===== src/rtl/div_pkg.sv =====
// Shared types for the pipelined divider: per-stage control bundle
// (valid bit plus the sign/flag bits that travel alongside the data).
package div_pkg;

   typedef struct packed {
      logic valid;
      logic q_neg;
      logic r_neg;
      logic dbz;
      logic ovf;
   } ctl_t;

   localparam ctl_t CTL_IDLE = '0;

endpackage


===== src/rtl/div_stage.sv =====
// One restoring-division iteration: shift in a dividend bit, trial-subtract,
// emit one quotient bit. Payload register advances only when en=1.
// Ports: clk, rst, en; cur_* = payload from previous stage; nxt_* = registered payload.
module div_stage
   import div_pkg::*;
#(
   parameter int WIDTH = 8,
   parameter int TAG_W = 4
) (
   input  logic             clk,
   input  logic             rst,
   input  logic             en,
   input  logic [WIDTH-1:0] cur_rem,
   input  logic [WIDTH-1:0] cur_dvs,
   input  logic [WIDTH-1:0] cur_qd,
   input  ctl_t             cur_ctl,
   input  logic [TAG_W-1:0] cur_tag,
   output logic [WIDTH-1:0] nxt_rem,
   output logic [WIDTH-1:0] nxt_dvs,
   output logic [WIDTH-1:0] nxt_qd,
   output ctl_t             nxt_ctl,
   output logic [TAG_W-1:0] nxt_tag
);

   // cur_qd holds unconsumed dividend bits in its upper part and the
   // quotient bits produced so far in its lower part.
   logic [WIDTH:0] trial;
   logic           ge;

   assign trial = {cur_rem, cur_qd[WIDTH-1]};
   assign ge    = trial >= {1'b0, cur_dvs};

   always_ff @(posedge clk) begin
      if (rst) begin
         nxt_rem <= '0;
         nxt_dvs <= '0;
         nxt_qd  <= '0;
         nxt_ctl <= CTL_IDLE;
         nxt_tag <= '0;
      end else if (en) begin
         // remainder stays below divisor, so WIDTH bits are enough
         nxt_rem <= ge ? trial[WIDTH-1:0] - cur_dvs : trial[WIDTH-1:0];
         nxt_dvs <= cur_dvs;
         nxt_qd  <= {cur_qd[WIDTH-2:0], ge};
         nxt_ctl <= cur_ctl;
         nxt_tag <= cur_tag;
      end
   end

endmodule


===== src/rtl/param_pipeline_divider.sv =====
// Fully pipelined restoring divider, one result per clock, latency WIDTH+2.
// Ports: clk/rst; in_* valid/ready request (signed, dividend, divisor, tag);
// out_* valid/ready result (quotient, remainder, dbz, ovf, tag).
module param_pipeline_divider
   import div_pkg::*;
#(
   parameter int WIDTH = 8,
   parameter int TAG_W = 4
) (
   input  logic             clk,
   input  logic             rst,
   input  logic             in_valid,
   output logic             in_ready,
   input  logic             in_signed,
   input  logic [WIDTH-1:0] in_dividend,
   input  logic [WIDTH-1:0] in_divisor,
   input  logic [TAG_W-1:0] in_tag,
   output logic             out_valid,
   input  logic             out_ready,
   output logic [WIDTH-1:0] out_quotient,
   output logic [WIDTH-1:0] out_remainder,
   output logic             out_dbz,
   output logic             out_ovf,
   output logic [TAG_W-1:0] out_tag
);

   localparam logic [WIDTH-1:0] ALL_ONES = '1;
   localparam logic [WIDTH-1:0] MIN_VAL  = {1'b1, {(WIDTH-1){1'b0}}};

   // whole pipeline moves as one; a held output stalls every stage
   logic en;
   assign en       = out_ready | ~out_valid;
   assign in_ready = en;

   // prep stage: magnitudes, sign capture, flag detect
   logic             a_neg;
   logic             b_neg;
   logic [WIDTH-1:0] a_mag;
   logic [WIDTH-1:0] b_mag;
   logic             dbz;
   logic             ovf;

   assign a_neg = in_signed & in_dividend[WIDTH-1];
   assign b_neg = in_signed & in_divisor[WIDTH-1];
   // -MIN wraps to MIN, which read unsigned is exactly |MIN|
   assign a_mag = a_neg ? -in_dividend : in_dividend;
   assign b_mag = b_neg ? -in_divisor : in_divisor;
   assign dbz   = in_divisor == '0;
   assign ovf   = in_signed & (in_dividend == MIN_VAL) & (in_divisor == ALL_ONES);

   logic [WIDTH-1:0] p_dvs;
   logic [WIDTH-1:0] p_qd;
   ctl_t             p_ctl;
   logic [TAG_W-1:0] p_tag;

   always_ff @(posedge clk) begin
      if (rst) begin
         p_dvs <= '0;
         p_qd  <= '0;
         p_ctl <= CTL_IDLE;
         p_tag <= '0;
      end else if (en) begin
         p_dvs       <= b_mag;
         p_qd        <= a_mag;
         p_ctl.valid <= in_valid;
         p_ctl.q_neg <= (a_neg ^ b_neg) & ~dbz;
         p_ctl.r_neg <= a_neg;
         p_ctl.dbz   <= dbz;
         p_ctl.ovf   <= ovf;
         p_tag       <= in_tag;
      end
   end

   // iteration chain
   logic [WIDTH-1:0] rem_c [WIDTH];
   logic [WIDTH-1:0] dvs_c [WIDTH];
   logic [WIDTH-1:0] qd_c  [WIDTH];
   ctl_t             ctl_c [WIDTH];
   logic [TAG_W-1:0] tag_c [WIDTH];

   for (genvar i = 0; i < WIDTH; i++) begin : g_iter
      if (i == 0) begin : g_first
         div_stage #(.WIDTH(WIDTH), .TAG_W(TAG_W)) u_stage (
            .clk     (clk),
            .rst     (rst),
            .en      (en),
            .cur_rem ('0),
            .cur_dvs (p_dvs),
            .cur_qd  (p_qd),
            .cur_ctl (p_ctl),
            .cur_tag (p_tag),
            .nxt_rem (rem_c[i]),
            .nxt_dvs (dvs_c[i]),
            .nxt_qd  (qd_c[i]),
            .nxt_ctl (ctl_c[i]),
            .nxt_tag (tag_c[i])
         );
      end else begin : g_rest
         div_stage #(.WIDTH(WIDTH), .TAG_W(TAG_W)) u_stage (
            .clk     (clk),
            .rst     (rst),
            .en      (en),
            .cur_rem (rem_c[i-1]),
            .cur_dvs (dvs_c[i-1]),
            .cur_qd  (qd_c[i-1]),
            .cur_ctl (ctl_c[i-1]),
            .cur_tag (tag_c[i-1]),
            .nxt_rem (rem_c[i]),
            .nxt_dvs (dvs_c[i]),
            .nxt_qd  (qd_c[i]),
            .nxt_ctl (ctl_c[i]),
            .nxt_tag (tag_c[i])
         );
      end
   end

   // result stage: re-apply signs
   logic [WIDTH-1:0] q_mag;
   logic [WIDTH-1:0] r_mag;
   ctl_t             l_ctl;

   assign q_mag = qd_c[WIDTH-1];
   assign r_mag = rem_c[WIDTH-1];
   assign l_ctl = ctl_c[WIDTH-1];

   always_ff @(posedge clk) begin
      if (rst) begin
         out_valid     <= 1'b0;
         out_quotient  <= '0;
         out_remainder <= '0;
         out_dbz       <= 1'b0;
         out_ovf       <= 1'b0;
         out_tag       <= '0;
      end else if (en) begin
         out_valid     <= l_ctl.valid;
         // zero divisor forces all ones; remainder magnitude is |dividend|
         out_quotient  <= (dvs_c[WIDTH-1] == '0) ? ALL_ONES :
                          (l_ctl.q_neg ? -q_mag : q_mag);
         out_remainder <= l_ctl.r_neg ? -r_mag : r_mag;
         out_dbz       <= l_ctl.dbz;
         out_ovf       <= l_ctl.ovf;
         out_tag       <= tag_c[WIDTH-1];
      end
   end

endmodule


===== config.mk =====
export PLATFORM = sky130hd
export DESIGN_NAME = param_pipeline_divider
export DESIGN_NICKNAME = d
export VERILOG_FILES = /design/src/rtl/div_pkg.sv /design/src/rtl/div_stage.sv /design/src/rtl/param_pipeline_divider.sv
export SDC_FILE = /design/constraint.sdc
export NUM_CORES = 1
export LEC_CHECK = 0
export ABC_AREA = 1
export ABC_CLOCK_PERIOD_IN_PS = 2000
export BUFFER_PORTS_ARGS = -buffer_cell sky130_fd_sc_hd__buf_4
export CORE_ASPECT_RATIO = 0.5
export CORE_UTILIZATION = 42
export DETAILED_ROUTE_END_ITERATION = 8
export PLACE_DENSITY = 0.6
export REMOVE_ABC_BUFFERS = 1
export SLEW_MARGIN = 15
export SYNTH_ARGS = -nofsm -noshare
export SYNTH_HDL_FRONTEND = slang
export SYNTH_SLANG_ARGS = --single-unit

===== constraint.sdc =====
create_clock -name clk -period 2 [get_ports clk]
set_input_delay 0.4 -clock clk [delete_from_list [all_inputs] [get_ports clk]]
set_output_delay 0.4 -clock clk [all_outputs]
set_load 0.03 [all_outputs]

==> qor.csv, run 1 <==
metric,value,unit
antenna cell count,0,
# setup viols final,0,
final cycle utilization of the critical path,97.05,%
total half-perimeter wirelength after legalization and detailed placement,25.56,mm
beginning of the worst hold path,in_valid,
Setup Skew,16.52,ps
pin count of the biggest net entering global routing,77,
cell count of the worst reg-to-reg path,10,
number of detailed-routing iterations run before antenna repair,5,
worst setup slack after placement,90.61,ps
unrepaired setup endpoints after global routing,false,
"Distinct cells, synth",40,
IO buf count,48,
hold bufs inserted after CTS,0,
y dimension of the die,137.6,um
class of the most critical setup path,flip-flop to output port,
instance count of the mapped netlist,2178,
Clock Pin Slew Worst Setup and Hold Paths,60,ps
Post-synth EDFFs,0,
largest fanout of any net on the critical path,3,
reg-to-reg startpoint,g_iter[2].g_rest.u_stage.nxt_dvs[4],
DRC Markers,0,
total of flip-flops plus latches after synthesis,312,
deepest level of the CTS H-tree,1,
final setup margin,59.09,ps
clock buffers created by TritonCTS,29,
Final Instance Area,17660,sq um
number of global-route vias before repair,12010,
Placeable Area,36050,sq um
hold-critical path depth,3,
top cells by instance count after synthesis,"395 x nor2_1, 342 x nand2_1, 312 x dfxtp_1",
fraction of synthesis flops using an asynchronous set or reset pin,0,%
total length of routed wires,37.31,mm
average footprint of a synthesized cell,7.089,sq um
library cell with the highest instance count after synthesis,nor2_1,
highest clock frequency the design can meet,515.2,MHz
GP Congestion,0.9224,
Tightest Pin Transition,533.6,ps
Final Critical Period,1941,ps
Root Buffer,clkbuf_16,
Sinks on Clock Net,312,
result of the run,"complete, no violations",
Hold Slack,50.49,ps
Die Area,37580,sq um
portion of synthesized cell area occupied by the leading cell type,40.45,%
power per cell area,1102,nW/um^2
CTS tree,done,
area of the mapped netlist,15440,sq um
worst skew pair latency,570,ps
max-capacitance violation count,0,
Initial Utilization,42.83,%
WP data arrival,1540,ps
count of synthesis-stage warnings from yosys,0,
initial antenna violation count,0,
leftover overflow at the end of global routing,0,
final number of hold-violating endpoints,0,
Syn-to-layout area delta,14.36,%
vias per inst,4.947,
total cell area at the placement stage,16380,sq um
# rows,49,
worst-case vdd ir drop,759.7,uV
worst hold path endpoint,p_ctl[4],
Iteration-0 DRC Markers,801,
total chip power,19.46,mW
flop2flop setup slack,120,ps
wire length of the first global-routing pass,61.11,mm
Static Leak,8.290,nW
largest buffer count on any clock path,3,
global-route total usage across every layer,19.67,%
post-layout util,48.98,%
number of slew-limit violations in the final report,0,
width of the chip,273.2,um
worst path required time,1600,ps
worst hold path class,primary input to flip-flop,
Critical Path Sink Type,output port,
remaining number of nets flagged by the antenna check after routing,0,
number of placed I/O pins,49,
critical path startpoint category,flip-flop,
largest cells by area after synthesis,"dfxtp_1 40%, nor2_1 9.6%, o21ai_0 8.4%, nand2_1 8.3%, inv_1 6.1%",
leading area contributor after synthesis,dfxtp_1,
via count of the routed design,13490,
remaining max-slew budget at the tightest pin,64.43,%
Most used DFF post-synth,dfxtp_1,
net count reported at finish,2315,
fraction of layout instances using a drive strength above 1,10.26,%
drt wl/cell,13.69,um
capturing point of the worst reg2reg path,g_iter[3].g_rest.u_stage.nxt_qd[0],
sequential fraction of the synthesis area,40.45,%
[area by class of cell]
class	instances	area, sq um
Fill cell	3623	18390
Multi-Input combinational cell	1504	7752
Sequential cell	312	6246
Timing Repair Buffer	116	1104
Inverter	257	974.7
Clock buffer	35	778.2
Tap cell	484	605.6
Clock inverter	18	196.4
[worst max-delay path by stage]
| stage | end | slack, ps | startpoint | cells after the start |
|---|---|---|---|---|
| after floorplan | out_quotient[2] | -10170 | out_valid | 5 |
| after global placement | g_iter[6].g_rest.u_stage.nxt_rem[7] | 100 | g_iter[5].g_rest.u_stage.nxt_dvs[4] | 10 |
| after detailed placement | g_iter[6].g_rest.u_stage.nxt_rem[7] | 90 | g_iter[5].g_rest.u_stage.nxt_dvs[4] | 10 |
| after CTS | in_ready | 30 | out_valid | 4 |
| after global routing | g_iter[5].g_rest.u_stage.nxt_rem[1] | 2 | g_iter[4].g_rest.u_stage.nxt_dvs[3] | 12 |
| final | in_ready | 60 | out_valid | 4 |
[worst max-delay path, stage by stage (launching register included)]
cell	delay [ps]
dfxtp_1	340
inv_1	50
or2_4	280
buf_16	150
buf_4	160
[metal layers]
layer	GRT usage (%)	wire, um	vias to the layer above
li1	-	-	7158
met1	28.84	19520	6103
met2	31.07	16080	182
met3	2.562	1212	42
met4	3.197	499	0
met5	0	0	-
[power by group]
group / internal, mW / switching, mW
clock network: 3.19 / 2.52
registers: 6.72 / 0.410
logic: 2.54 / 4.07
total: 12.5 / 7.00
[layout by cell type (no fill, tap or decap), types with 7 or more instances in the layout]
cell,synthesis,routed
nor2_1,395,392
nand2_1,342,342
dfxtp_1,312,312
o21ai_0,260,260
inv_1,251,250
nand3_1,144,143
a21oi_1,133,130
buf_4,21,100
ha_1,63,53
nand4_1,41,41
clkbuf_16,0,29
xor2_1,15,15
o21bai_1,15,15
buf_12,0,13
nand2_4,11,11
o211ai_1,8,8
o221ai_1,8,8
inv_6,0,7
nand2_2,7,7
a21boi_0,7,7
fa_1,7,7
[metrics by stage]
| stage | cells | setup TNS (ps) |
|---|---|---|
| floorplan | 2072 | -2557480 |
| global placement | 2660 | 0 |
| detailed placement | 2660 | 0 |
| CTS | 2718 | 0 |
| global route | 2726 | 0 |
| finish | 2726 | 0 |
[logic make-up (layout without fill, tap and decap cells)]
group                      after synthesis  in the layout  synth area share [%]
and+or+nand+nor                        966            967                 26.60
AOI/OAI and AO/OA                      447            447                 15.63
buffers and inverters                  363            426                 10.16
DFF                                    312            312                 40.45
adders and majority gates               70             70                 6.013
xor gates and xnor gates                20             20                 1.135
[what timing repair did]
item | in CTS | in global routing
endpoints found under the setup margin | 1 | 36
resized for setup | 1 | 19
setup buffers | 3 | 7
gates cloned | 2 | 1
pin swaps | 1 | 2
[registers in the layout, indices dropped and copies added (netlist names)]
name,flops
out_tag,4
g_iter.g_rest.u_stage.nxt_qd,56
p_ctl,5
out_quotient,8
g_iter.g_first.u_stage.nxt_ctl,5
g_iter.g_first.u_stage.nxt_rem,8
g_iter.g_rest.u_stage.nxt_dvs,56
g_iter.g_rest.u_stage.nxt_rem,56
out_valid,1
out_dbz,1
g_iter.g_rest.u_stage.nxt_ctl,35
g_iter.g_first.u_stage.nxt_qd,8
g_iter.g_rest.u_stage.nxt_tag,28
out_ovf,1
g_iter.g_first.u_stage.nxt_dvs,8
g_iter.g_first.u_stage.nxt_tag,4
p_qd,8
p_dvs,8
p_tag,4
out_remainder,8
Power figures use the tool's default switching activity.
==> run 2, diff against run 1 <==
--- a/constraint.sdc
+++ b/constraint.sdc
@@ -3,2 +3,2 @@
 set_output_delay 0.4 -clock clk [all_outputs]
-set_load 0.03 [all_outputs]
+set_load 0.1 [all_outputs]
==> run 2 against run 1 <==
Global-route usage fell by 0.50 points. Non-clock buffer count shrank 3. Via count is 0.24% lower. Worst setup slack improved by 13 ps. Register-to-register slack about the same. Routed wire length shrank 2.3%. Die area did not move. Worst hold slack better by 7.8 ps. Combinational power rose by 3%. Critical path type unchanged.
==> qor.csv, run 2 (same netlist as run 1, synthesis figures left out) <==
metric,value,unit,change
DRC Markers,0,,unchanged
"commonest cells after routing, fill and taps aside","393 x nor2_1, 342 x nand2_1, 310 x dfxtp_1, 260 x o21ai_0, 250 x inv_1",,
Final Critical Period,1928,ps,-13.10 ps
# rows,49,,unchanged
Clock Pin Slew Worst Setup and Hold Paths,70,ps,about the same
highest clock frequency the design can meet,518.7,MHz,+0.68%
"commonest non-fill, non-tap cell in the layout",nor2_1,,
largest fanout of any net on the critical path,10,,+7
worst hold path class,primary input to flip-flop,,
CTS tree,done,,
Sinks on Clock Net,312,,unchanged
remaining max-slew budget at the tightest pin,63.24,%,-1.2 points
clock buffers created by TritonCTS,29,,unchanged
Setup Skew,11.40,ps,-5.121 ps
Syn-to-layout area delta,14.06,%,
Tightest Pin Transition,551.4,ps,+17.75 ps
total of fill cells in the finished design,3727,,+2.9%
# setup viols final,0,,unchanged
Regs by FF count,"g_iter.g_rest.u_stage.nxt_dvs (56), g_iter.g_rest.u_stage.nxt_qd (56), g_iter.g_rest.u_stage.nxt_rem (56)",,
largest buffer count on any clock path,3,,unchanged
final cycle utilization of the critical path,96.39,%,-0.66 points
initial antenna violation count,0,,unchanged
class of the most critical setup path,flip-flop to output port,,
Initial Utilization,42.83,%,unchanged
total length of routed wires,36.44,mm,-2.3%
number of placed I/O pins,49,,unchanged
worst skew pair latency,560,ps,about the same
y dimension of the die,137.6,um,unchanged
hold bufs inserted after CTS,0,,unchanged
width of the chip,273.2,um,unchanged
Critical Path Sink Type,output port,,
leftover overflow at the end of global routing,0,,unchanged
worst-case vdd ir drop,612.0,uV,-19%
max-capacitance violation count,0,,unchanged
Root Buffer,clkbuf_16,,
worst path required time,1600,ps,about the same
wire length of the first global-routing pass,60.04,mm,-1.7%
Placeable Area,36050,sq um,unchanged
WP data arrival,1530,ps,about the same
via count of the routed design,13450,,-0.24%
final setup margin,72.20,ps,+13.10 ps
drt wl/cell,13.40,um,-2.1%
critical path startpoint category,flip-flop,,
IO buf count,48,,unchanged
worst setup slack after placement,102.0,ps,+11.40 ps
result of the run,"complete, no violations",,
Cell Count Post-Placement,2658,,-0.075%
net count reported at finish,2312,,-0.13%
vias per inst,4.946,,about the same
number of global-route vias before repair,12110,,+0.82%
number of detailed-routing iterations run before antenna repair,5,,unchanged
Setup TNS,0,ps,unchanged
Non-Filler Instances,2720,,-0.22%
number of slew-limit violations in the final report,0,,unchanged
Static Leak,8.253,nW,-0.46%
pin count of the biggest net entering global routing,68,,-12%
total half-perimeter wirelength after legalization and detailed placement,25.23,mm,-1.3%
antenna cell count,0,,unchanged
global-route total usage across every layer,19.16,%,-0.50 points
post-layout util,48.85,%,-0.13 points
Iteration-0 DRC Markers,906,,+13%
power per cell area,1118,nW/um^2,+1.5%
remaining number of nets flagged by the antenna check after routing,0,,unchanged
final number of hold-violating endpoints,0,,unchanged
deepest level of the CTS H-tree,1,,unchanged
GP Congestion,0.9251,,+0.29%
fraction of layout instances using a drive strength above 1,10.06,%,-0.20 points
Die Area,37580,sq um,unchanged
==> run 2: metrics by stage <==
step                total power [mW]  hold slack, ps  cell area [sq um]
CTS                            19.28           35.92              17380
finish                         19.69           58.25              17610
floorplan                      12.09           434.9              14840
global route                   21.10           62.66              17610
global placement               13.41           452.9              16390
detailed placement             13.44           456.7              16390
==> run 2: metal layers <==
| metal | vias to the layer above | part of all wire (%) | global-route usage (%) |
|---|---|---|---|
| met2 | 192 | 43 | 29.99 |
| met4 | 0 | 1.8 | 3.973 |
| met1 | 6101 | 52 | 27.87 |
| met3 | 44 | 3.3 | 2.771 |
| met5 | - | 0 | 0 |
| li1 | 7115 | - | - |
==> run 2: worst paths after layout <==
path	slack, ps	start	depth (start not counted)	endpoint
hold reg to reg	470	p_ctl[2]	2	p_ctl[2]
setup reg to reg	130	g_iter[2].g_rest.u_stage.nxt_dvs[6]	12	g_iter[3].g_rest.u_stage.nxt_rem[0]
hold / removal	60	in_valid	3	p_ctl[4]
setup / recovery	70	out_valid	3	in_ready
==> run 2: final cells by class <==
class                   instances  area [sq um]  share of cell area (%)
multi-input cells            1504          7756                   44.04
repair buffers                113          1040                   5.904
well taps                     484         605.6                   3.439
flip-flops and latches        312          6248                   35.48
clock buffers                  39         843.3                   4.789
clock inverters                11         142.6                  0.8099
inverters                     257         974.7                   5.535
==> run 2: where the power goes <==
group / leakage [nW] / internal [mW] / switching (mW)
logic: 5.23 / 2.57 / 4.22
registers: 2.54 / 6.72 / 0.411
clock network: 0.484 / 3.33 / 2.44
==> run 2: critical path: stages (launching register included) <==
cell	delay [ps]
dfxtp_1	310
inv_1	50
or2_4	310
buf_6	280
==> run 2: repair_timing <==
| action | in CTS | in global routing |
|---|---|---|
| resized for setup | 1 | 19 |
| cloned | 0 | 1 |
| buffers inserted | 0 | 11 |
| setup endpoints to repair | 1 | 37 |
| pin swaps | 0 | 3 |
==> run 3, diff against run 2 <==
CORE_UTILIZATION = 63   (was 42)
PLACE_DENSITY = 0.83   (was 0.6)
==> run 3 against run 2 <==
Utilization up 23 points. Combinational power down 3.4%. Critical endpoint unchanged. Clock skew up 9.5 ps. Register-to-register slack about the same. Worst setup slack about the same. Sequential share of layout area up 0.75 points. Final area down 2.1%. Critical path depth unchanged. Non-clock buffer count down 17. Sequential power about the same. Final cell count down 6.8%. Largest cell class unchanged.
==> qor.csv, run 3 (same netlist as run 1, synthesis figures left out) <==
metric,value,unit,change
Initial Utilization,64.27,%,+21 points
delay contributed by the slowest stage of the critical path,340,ps,+30 ps
result of the run,"complete, no violations",,
Iteration-0 DRC Markers,1479,,+63%
critical path startpoint category,flip-flop,,
Reg power frac,36.9,%,+0.7 points
remaining max-slew budget at the tightest pin,66.78,%,+3.5 points
total of fill cells in the finished design,1962,,-47%
# rows,40,,-18%
highest clock frequency the design can meet,518.8,MHz,about the same
number of global-route vias before repair,12660,,+4.5%
final cycle utilization of the critical path,96.38,%,about the same
number of placed I/O pins,49,,unchanged
"commonest non-fill, non-tap cell in the layout",nor2_1,,
CTS tree,done,,
y dimension of the die,112.7,um,-18%
Setup Skew,20.93,ps,+9.534 ps
Tightest Pin Transition,498.3,ps,-53.04 ps
largest buffer count on any clock path,3,,unchanged
Clock Pin Slew Worst Setup and Hold Paths,70,ps,about the same
Setup TNS,0,ps,unchanged
max-capacitance violation count,0,,unchanged
clock buffers created by TritonCTS,28,,-3.4%
antenna cell count,0,,unchanged
GP Congestion,0.9395,,+1.6%
Syn-to-layout area delta,11.67,%,
combinational group share of total power,34.1,%,-0.4 points
worst hold path class,primary input to flip-flop,,
wire length of the first global-routing pass,60.21,mm,+0.28%
Die Area,25180,sq um,-33%
cells traversed along the worst timing path,inv_1 -> or2_4 -> buf_6,,
Net Switching,7.060,mW,about the same
Final Critical Period,1928,ps,-0.1283 ps
net count reported at finish,2293,,-0.82%
largest fanout of any net on the critical path,14,,+4
initial antenna violation count,0,,unchanged
total half-perimeter wirelength after legalization and detailed placement,24.06,mm,-4.6%
class of the most critical setup path,flip-flop to output port,,
power per cell area,1118,nW/um^2,about the same
leftover overflow at the end of global routing,0,,unchanged
switching power share of the total,36.63,%,+0.75 points
via count of the routed design,14030,,+4.3%
number of slew-limit violations in the final report,0,,unchanged
"commonest cells after routing, fill and taps aside","393 x nor2_1, 341 x nand2_1, 311 x dfxtp_1, 260 x o21ai_0, 250 x inv_1",,
clock network power share,29.0,%,-0.3 points
fraction of layout instances using a drive strength above 1,9.329,%,-0.73 points
CP max stage cell,dfxtp_1,,
Internal,12.21,mW,-3.3%
final number of hold-violating endpoints,0,,unchanged
global-route total usage across every layer,28.39,%,+9.2 points
Sinks on Clock Net,312,,unchanged
drt wl/cell,14.31,um,+6.8%
pin count of the biggest net entering global routing,67,,-1.5%
number of detailed-routing iterations run before antenna repair,6,,+1
total chip power,19.27,mW,-2.1%
deepest level of the CTS H-tree,1,,unchanged
DRC Markers,0,,unchanged
width of the chip,223.4,um,-18%
total length of routed wires,36.27,mm,-0.48%
vias per inst,5.537,,+12%
WP data arrival,1530,ps,about the same
IO buf count,48,,unchanged
Critical Path Sink Type,output port,,
# setup viols final,0,,unchanged
worst path required time,1600,ps,about the same
Regs by FF count,"g_iter.g_rest.u_stage.nxt_dvs (56), g_iter.g_rest.u_stage.nxt_qd (56), g_iter.g_rest.u_stage.nxt_rem (56)",,
Static Leak,8.148,nW,-1.3%
remaining number of nets flagged by the antenna check after routing,0,,unchanged
worst-case vdd ir drop,661.3,uV,+8.1%
Root Buffer,clkbuf_16,,
Placeable Area,24020,sq um,-33%
worst skew pair latency,560,ps,about the same
-- run 3: layer usage --
layer  vias up  GRT usage (%)  wire, um  part of all wire [%]
met5         -              0         0                     0
met4         0          6.804       748                   2.1
met3        63          3.739      1903                   5.2
met2       366          46.17     16420                    45
met1      6511          40.28     17200                    47
li1       7091              -         -                     -
-- run 3: metrics by stage --
stage               setup WS, ps  area, sq um  util (%)  hold WS (ps)  std cells
finish                     72.33        17240     71.77         55.14       2534
global route              -12.31        17240     71.77         46.02       2534
CTS                        63.59        17080     71.10         44.13       2527
detailed placement         118.9        16120     67.11         456.9       2476
global placement           167.2        16120     67.11         451.7       2476
floorplan                 -11280        14840         -         434.9       2072
-- run 3: cell type report --
| type | instances | area (sq um) | area share, % |
|---|---|---|---|
| Multi-Input combinational cell | 1503 | 7735 | 44.86 |
| Sequential cell | 312 | 6247 | 36.23 |
| Inverter | 257 | 974.7 | 5.653 |
| Clock inverter | 16 | 186.4 | 1.081 |
| Timing Repair Buffer | 96 | 937.1 | 5.435 |
| Tap cell | 315 | 394.1 | 2.286 |
| Clock buffer | 35 | 767.0 | 4.448 |
-- run 3: worst paths after layout --
| path | slack [ps] | cells after the start | from | endpoint |
|---|---|---|---|---|
| min reg2reg | 470 | 2 | g_iter[0].g_first.u_stage.nxt_qd[0] | g_iter[0].g_first.u_stage.nxt_qd[0] |
| max reg2reg | 120 | 11 | g_iter[1].g_rest.u_stage.nxt_dvs[5] | g_iter[2].g_rest.u_stage.nxt_rem[7] |
| min | 60 | 3 | in_tag[0] | p_tag[0] |
| max | 70 | 3 | out_valid | in_ready |
-- run 3: power groups by stage --
| stage | combinational [mW] | sequential, mW | clock (mW) |
|---|---|---|---|
| finish | 6.56 | 7.12 | 5.59 |
| floorplan | 4.79 | 7.29 | 0 |
| global route | 7.37 | 7.18 | 5.92 |
| global placement | 5.96 | 7.23 | 0 |
| CTS | 6.12 | 7.11 | 5.65 |
| detailed placement | 6.07 | 7.24 | 0 |
-- run 3: timing repair --
item	in CTS	in global routing
gates resized for setup	1	20
endpoints found under the hold margin	0	0
buffers inserted	0	7
endpoints found under the setup margin	1	32
pin swaps	0	3
hold buffers	0	0
-- run 3: critical path, delay by kind of cell, from the launching register on --
kind,cells,cell delay [ps]
buffers and inverters,2,270
DFF,1,340
and+or+nand+nor,1,340
